## config.mk

```make
export PLATFORM = sky130hd
export DESIGN_NAME = serdes_cipher_receiver
export DESIGN_NICKNAME = d
export VERILOG_FILES = /design/src/rtl/serdes_cipher_receiver.sv
export SDC_FILE = /design/constraint.sdc
export NUM_CORES = 1
export LEC_CHECK = 0
export ABC_AREA = 1
export CELL_PAD_IN_SITES_DETAIL_PLACEMENT = 0
export CELL_PAD_IN_SITES_GLOBAL_PLACEMENT = 1
export CORE_MARGIN = 2
export CORE_UTILIZATION = 30
export CTS_CLUSTER_SIZE = 30
export DETAILED_ROUTE_END_ITERATION = 7
export PLACE_DENSITY_LB_ADDON = 0.1
export SYNTH_ARGS = -nofsm -noshare
export SYNTH_HDL_FRONTEND = slang
export SYNTH_SLANG_ARGS = --single-unit
```

## constraint.sdc

```tcl
create_clock -name clk -period 4.6 [get_ports clk]
set_input_delay 0.92 -clock clk [delete_from_list [all_inputs] [get_ports clk]]
set_output_delay 0.92 -clock clk [all_outputs]
set_load 0.005 [all_outputs]
```

## src/rtl/serdes_cipher_receiver.sv

```systemverilog
// serdes_cipher_receiver: deserialises MSB-first cipher bits, strips the key byte
// and queues the plaintext in a first-word-fall-through FIFO with sticky error flags.
module serdes_cipher_receiver #(
  parameter int DEPTH = 4
) (
  input  logic                     clk,
  input  logic                     rst_n,
  input  logic [7:0]               i_key,
  input  logic                     i_bit_in,
  input  logic                     i_bit_valid,
  input  logic                     i_frame_end,
  input  logic                     i_flush,
  output logic [7:0]               o_out_data,
  output logic                     o_out_valid,
  input  logic                     i_out_ready,
  output logic [$clog2(DEPTH):0]   o_fifo_count,
  output logic                     o_overflow,
  output logic                     o_frame_err
);
  localparam int AW = $clog2(DEPTH);
  localparam int CW = AW + 1;

  logic [7:0]    r_sr;
  logic [2:0]    r_bit_cnt;
  logic [7:0]    r_mem [DEPTH];
  logic [AW-1:0] r_wp, r_rp;
  logic [CW-1:0] r_count;
  logic          r_overflow, r_frame_err;

  logic       w_done, w_bad, w_pop, w_full, w_push, w_drop;
  logic [7:0] w_byte;

  assign w_done = i_bit_valid && (r_bit_cnt == 3'd7);
  assign w_bad  = i_bit_valid && i_frame_end && (r_bit_cnt != 3'd7);
  assign w_byte = {r_sr[6:0], i_bit_in} ^ i_key;
  assign w_pop  = o_out_valid && i_out_ready;
  assign w_full = r_count == CW'(DEPTH);
  // A full FIFO still accepts a byte when the head leaves on the same edge.
  assign w_push = w_done && (!w_full || w_pop);
  assign w_drop = w_done && w_full && !w_pop;

  assign o_out_valid  = r_count != '0;
  assign o_out_data   = r_mem[r_rp];
  assign o_fifo_count = r_count;
  assign o_overflow   = r_overflow;
  assign o_frame_err  = r_frame_err;

  always_ff @(posedge clk or negedge rst_n) begin
    if (!rst_n) begin
      r_sr        <= '0;
      r_bit_cnt   <= '0;
      r_wp        <= '0;
      r_rp        <= '0;
      r_count     <= '0;
      r_overflow  <= 1'b0;
      r_frame_err <= 1'b0;
      for (int i = 0; i < DEPTH; i++) r_mem[i] <= '0;
    end else if (i_flush) begin
      r_sr        <= '0;
      r_bit_cnt   <= '0;
      r_wp        <= '0;
      r_rp        <= '0;
      r_count     <= '0;
      r_overflow  <= 1'b0;
      r_frame_err <= 1'b0;
    end else begin
      if (w_bad) begin
        r_sr        <= '0;
        r_bit_cnt   <= '0;
        r_frame_err <= 1'b1;
      end else if (i_bit_valid) begin
        r_sr      <= {r_sr[6:0], i_bit_in};
        r_bit_cnt <= r_bit_cnt + 3'd1;
      end
      if (w_push) begin
        r_mem[r_wp] <= w_byte;
        r_wp        <= r_wp + AW'(1);
      end
      if (w_pop) r_rp <= r_rp + AW'(1);
      if (w_drop) r_overflow <= 1'b1;
      r_count <= r_count + CW'(w_push) - CW'(w_pop);
    end
  end
endmodule

```

# Word level (Yosys, flattened, before mapping)
# Index checks and enable logic that the tools add are counted.
dict set report classes {
  mux 21
  n_addsub 5
  reduce_logical 18
  n_lt_le_gt_ge 3
  n_eq_ne 3
  n_bitwise 4
}
# cell n
set op_table {}
lappend op_table {{bitwise mux 32 bit} 1}
lappend op_table {{2-to-1 mux 8 bit} 3}
lappend op_table {{2-to-1 mux 7 bit} 3}
lappend op_table {{binary-select mux 8 bit (select 2 bit)} 1}
lappend op_table {{demux 8 bit (select 2 bit)} 1}
lappend op_table {{2-to-1 mux 3 bit} 4}
lappend op_table {{logical AND 1 bit} 8}
lappend op_table {{2-to-1 mux 2 bit} 4}
lappend op_table {{nonzero test 2 bit} 4}
lappend op_table {{bitwise XOR 8 bit} 1}
lappend op_table {{== test 3 bit (second input constant)} 2}
lappend op_table {{greater-or-equal comparator 3 bit (second input constant)} 2}
lappend op_table {{NOT 2 -> 3 bit} 2}
lappend op_table {{nonzero test 3 bit} 2}
lappend op_table {{adder 2 x 1 -> 2 bit (second input constant)} 2}
lappend op_table {{2-to-1 mux 1 bit} 4}
lappend op_table {{adder 3 x 1 -> 3 bit} 1}
lappend op_table {{adder 3 x 1 -> 3 bit (second input constant)} 1}
lappend op_table {{< comparator 3 x 1 -> 1 bit (second input constant)} 1}
lappend op_table {{inequality test 3 bit (second input constant)} 1}
lappend op_table {{subtractor 3 x 1 -> 3 bit} 1}
lappend op_table {{zero test 1 bit} 2}
lappend op_table {{AND reduction 2 bit} 1}
lappend op_table {{logical OR 1 bit} 1}
lappend op_table {{NOT 1 bit} 1}
dict set report totals {
  regBits 51
}

# Longest topological paths before layout
dict set report depth {
  depth_word 7
  depth_mapped 12
  mapped_depth_nobuf 12
}

# Worst setup path before layout
# Ideal clock, no wire load.
dict set report synth_timing {
  path_type {input to register}
  start {in i_out_ready}
  end {reg r_count[2] (netlist: o_fifo_count[2])}
  stages 10
  required_time_ns 4.482
  setup_slack_ns 2.056
  t_arrival_ns 2.425
  setup_time_ns 0.118
  path_cell_list {nor2_1 > nand2_4 > nand2_2 > ha_1 > inv_1 > ha_1 > inv_1 > fa_1 > xor2_1 > nor2_1}
}
dict set report synth_between {
  elab_chain_len 6
}
# item line
set synth_lines {}
lappend synth_lines {{start, declared} 15} ;# input logic i_out_ready,
lappend synth_lines {{logical AND 1 bit (*)} 36} ;# assign w_pop = o_out_valid && i_out_ready;
lappend synth_lines {{logical OR 1 bit} 39} ;# assign w_push = w_done && (!w_full || w_pop);
lappend synth_lines {{logical AND 1 bit} 39}
lappend synth_lines {{adder 3 x 1 -> 3 bit} 81} ;# r_count <= r_count + CW'(w_push) - CW'(w_pop);
lappend synth_lines {{subtractor 3 x 1 -> 3 bit (*)} 81}
lappend synth_lines {{2-to-1 mux 3 bit (*)} 58} ;# end else if (i_flush) begin
lappend synth_lines {{end signal, assigned} 81}
lappend synth_lines {{end, declared} 27} ;# logic [CW-1:0] r_count;
# Mark *: on every way between the ends. The rest lies on a longest branch, timed or not.
# A chain may end at the register's enable or synchronous reset.

# Worst setup path after layout
dict set report layout_timing {
  start {reg r_rp[0]}
  end {out o_out_data[6]}
}
dict set report layout_between {
  elab_chain_len 4
}
# item line
set layout_lines {}
lappend layout_lines {{start, declared} 26} ;# logic [AW-1:0] r_wp, r_rp;
lappend layout_lines {{start signal, assigned} 79} ;# if (w_pop) r_rp <= r_rp + AW'(1);
lappend layout_lines {{NOT 2 -> 3 bit (implied by the code)} 43} ;# assign o_out_data = r_mem[r_rp];
lappend layout_lines {{binary-select mux 8 bit (select 2 bit)} 43}
lappend layout_lines {{2-to-1 mux 8 bit (implied by the code) (2 in a row)} 43}
lappend layout_lines {{end, declared} 13} ;# output logic [7:0] o_out_data,
# Every way passes these cells. The select of a mux whose other input is x is not followed.

==> summary.md <==
| Metric | Value |
|---|---|
| Max-Cap Viols | 0 |
| Commonest cells post-synth | nand2_1 (95), dfrtp_1 (51), nand4_1 (32), nor2_1 (30), o21ai_0 (18) |
| Leading area contributor after synthesis | dfrtp_1 |
| Root Buffer | clkbuf_8 |
| Largest net degree at the start of global routing | 41 |
| Cell Area, Placed | 2964 um2 |
| Vias | 2118 |
| Crit-path cells | buf_4 -> inv_1 -> o21ai_0 -> o22ai_1 -> clkdlybuf4s50_1 |
| Worst Setup End Kind | primary output |
| Reg clk slew, reported paths | 0.10 ns |
| Period utilisation layout | 67.95% |
| Min-delay worst type | flip-flop to flip-flop |
| LEAKAGE | 1.532 nW |
| Routed vias/inst | 4.903 |
| Initial antenna violation count | 0 |
| Most frequent cell after synthesis | nand2_1 |
| Final hold viol count | 0 |
| Post-route ant nets | 0 |
| Die Y | 98.19 um |
| Max Slew Vio Count | 0 |
| Clock Skew | 0.009445 ns |
| Register Area | 1276 um2 |
| Pre-Repair DR Iteration Count | 4 |
| Total global-route track usage | 15.03% |
| Initial DRC Count | 87 |
| Detailed Place HPWL | 4517 um |
| Yosys top cell area share | 47.95% |
| First-pass GRT wire length | 11500 um |
| Grt ovf | 0 |
| Outcome | finished, final reports clean |
| Tmin final | 3.126 ns |
| Syn Inst Count | 303 |
| Post-synth top flop | dfrtp_1 |
| CTS tree | done |
| Area Overhead vs Synth | 14.57% |
| Die Wd | 98.19 um |
| IO buf count | 28 |
| Vias in the first global route | 2178 |
| Core ar. | 8678 um2 |
| Worst Setup SP | r_rp[0] |
| Final setup viols | 0 |
| RSZ-0062 raised after global routing | false |
| Least-Margin Pin Slew | 0.8605 ns |
| # hold bufs at CTS | 0 |
| Worst Setup Start Kind | flip-flop |
| Routability Congestion | 0.7017 |
| Worst-path maximum fanout | 19 |
| Crit-path slowest cell | clkdlybuf4s50_1 |
| Normalized max-slew margin | 42.51% |
| Multi-input gate area | 1220 um2 |
| Layout cells sized above 1 | 6.481% |
| Hold wc startpoint | r_mem[16] |
| # fillers | 953 |
| CTS max path bufs | 2 |
| P per Cell Area | 353.1 nW/um2 |
| Final Total Pwr | 0.001077 W |
| Synth warn | 0 |
| Drt total wl | 7082 um |
| Max stage delay on crit path | 0.53 ns |
| Synth cell types | 25 |
| Critical R2R Launch | r_bit_cnt[0] |
| Synth Register Bits | 51 |
| Clock Sinks | 51 |
| Nets | 347 |
| Number of synthesized flops with an enable pin | 0 |
| Initial Util | 30.67% |
| # rows | 34 |
| Die area | 9640 um2 |
| Ant diodes | 0 |
| WP data required | 3.68 ns |
| Syn_area_per_cell | 8.783 um2 |
| Max Freq | 319.9 MHz |
| Crit Path Category | flip-flop to primary output |
| Max H-tree Level | 2 |
| Syn Nets | 327 |
| Top post-synthesis cells by area | dfrtp_1 (48%), nand2_1 (13%), nand4_1 (7.5%) |
| Post-cts resize count | 0 |
| Sequential-to-total area share from yosys stat | 47.95% |
| I/O pin count | 29 |
| Total negative slack | 0 ns |
| Routed WL per cell | 16.39 um |
| Setup Buffers After CTS | 0 |
| # DRC | 0 |
| Ys async rst share | 100.0% |
| Syn Std Cell Area | 2661 um2 |
| Num CTS Buffers | 5 |
| Design Area, Final | 3049 um2 |
| Arrival time at the worst endpoint | 2.21 ns |
| Clk_lat worst skew | 0.31 ns |
| Max VDD drop | 0.0001743 V |
## worst max-delay path, delay by kind of cell, from the launching register on
kind	cells	cell delay, ns
AOI/OAI and AO/OA	2	0.33
buffers and inverters	3	1.19
DFF	1	0.37
## registers in the layout, summed over array words and instances (netlist names)
signal and flops:
r_mem 32, o_overflow 1, r_rp 2, r_sr 7, o_fifo_count 3, o_frame_err 1
r_wp 2, r_bit_cnt 3
## through the flow
stage | hold WS (ns) | instances | util, % | worst slack (ns)
2_1_floorplan | 0.4442 | 303 | - | 2.056
3_3_place_gp | 0.4577 | 424 | 34.16 | 1.219
3_5_place_dp | 0.4615 | 424 | 34.16 | 1.169
4_1_cts | 0.4872 | 432 | 35.14 | 1.412
5_1_grt | 0.4997 | 432 | 35.14 | 1.283
6_report | 0.4836 | 432 | 35.14 | 1.474
## per-layer routing
layer  GRT usage (%)  vias to the layer above  routed length (um)
li1                -                     1051                   -
met1           21.00                     1029                3458
met2           24.76                       33                3365
met3           2.291                        5                 199
met4           3.477                        0                  58
met5               0                        -                   0
## kinds of logic (layout without fill, tap and decap cells)
group / Yosys count / count (layout) / synth area share (%)
xor gates and xnor gates: 11 / 11 / 3.620
DFF: 51 / 51 / 47.95
AOI/OAI and AO/OA: 28 / 28 / 6.159
adders and majority gates: 9 / 9 / 4.514
buffers and inverters: 28 / 49 / 6.205
and+or+nand+nor: 176 / 176 / 31.55
## layout by cell type (no fill, tap or decap), types with 2 or more instances in the layout
cell type,instances
ha_1,8
nand3_1,11
nand4_4,4
nand4_1,32
nor2_1,30
o21ai_0,18
clkinv_2,2
o22ai_1,8
clkdlybuf4s50_1,27
buf_4,2
nand2_1,95
clkbuf_8,5
inv_1,9
dfrtp_1,51
nor2_2,2
xor2_1,10
## cell type report
type	count	share of cell area, %
timing repair buffer	30	9.520
multi-input combinational	224	40.01
clock inverter	2	0.4103
sequential	51	41.85
inverter	11	1.395
clock buffer	6	2.380
tap	108	4.432
## report_power, final
group | total, W | internal [W] | switching [W]
registers | 0.000486 | 0.000465 | 0.0000212
clock network | 0.000266 | 0.000107 | 0.000159
logic | 0.000325 | 0.000150 | 0.000175
## worst paths after layout
| check | endpoint | slack [ns] | cells past startpoint |
|---|---|---|---|
| max reg2reg | o_fifo_count[2] | 2.09 | 12 |
| min reg2reg | r_mem[16] | 0.48 | 2 |
| max in group asynchronous | r_wp[1] | 3.26 | 2 |
| min in group asynchronous | r_mem[25] | 0.49 | 1 |
| max | o_out_data[6] | 1.47 | 5 |
| min | r_mem[16] | 0.48 | 2 |
(Power assumes the default switching activity.)
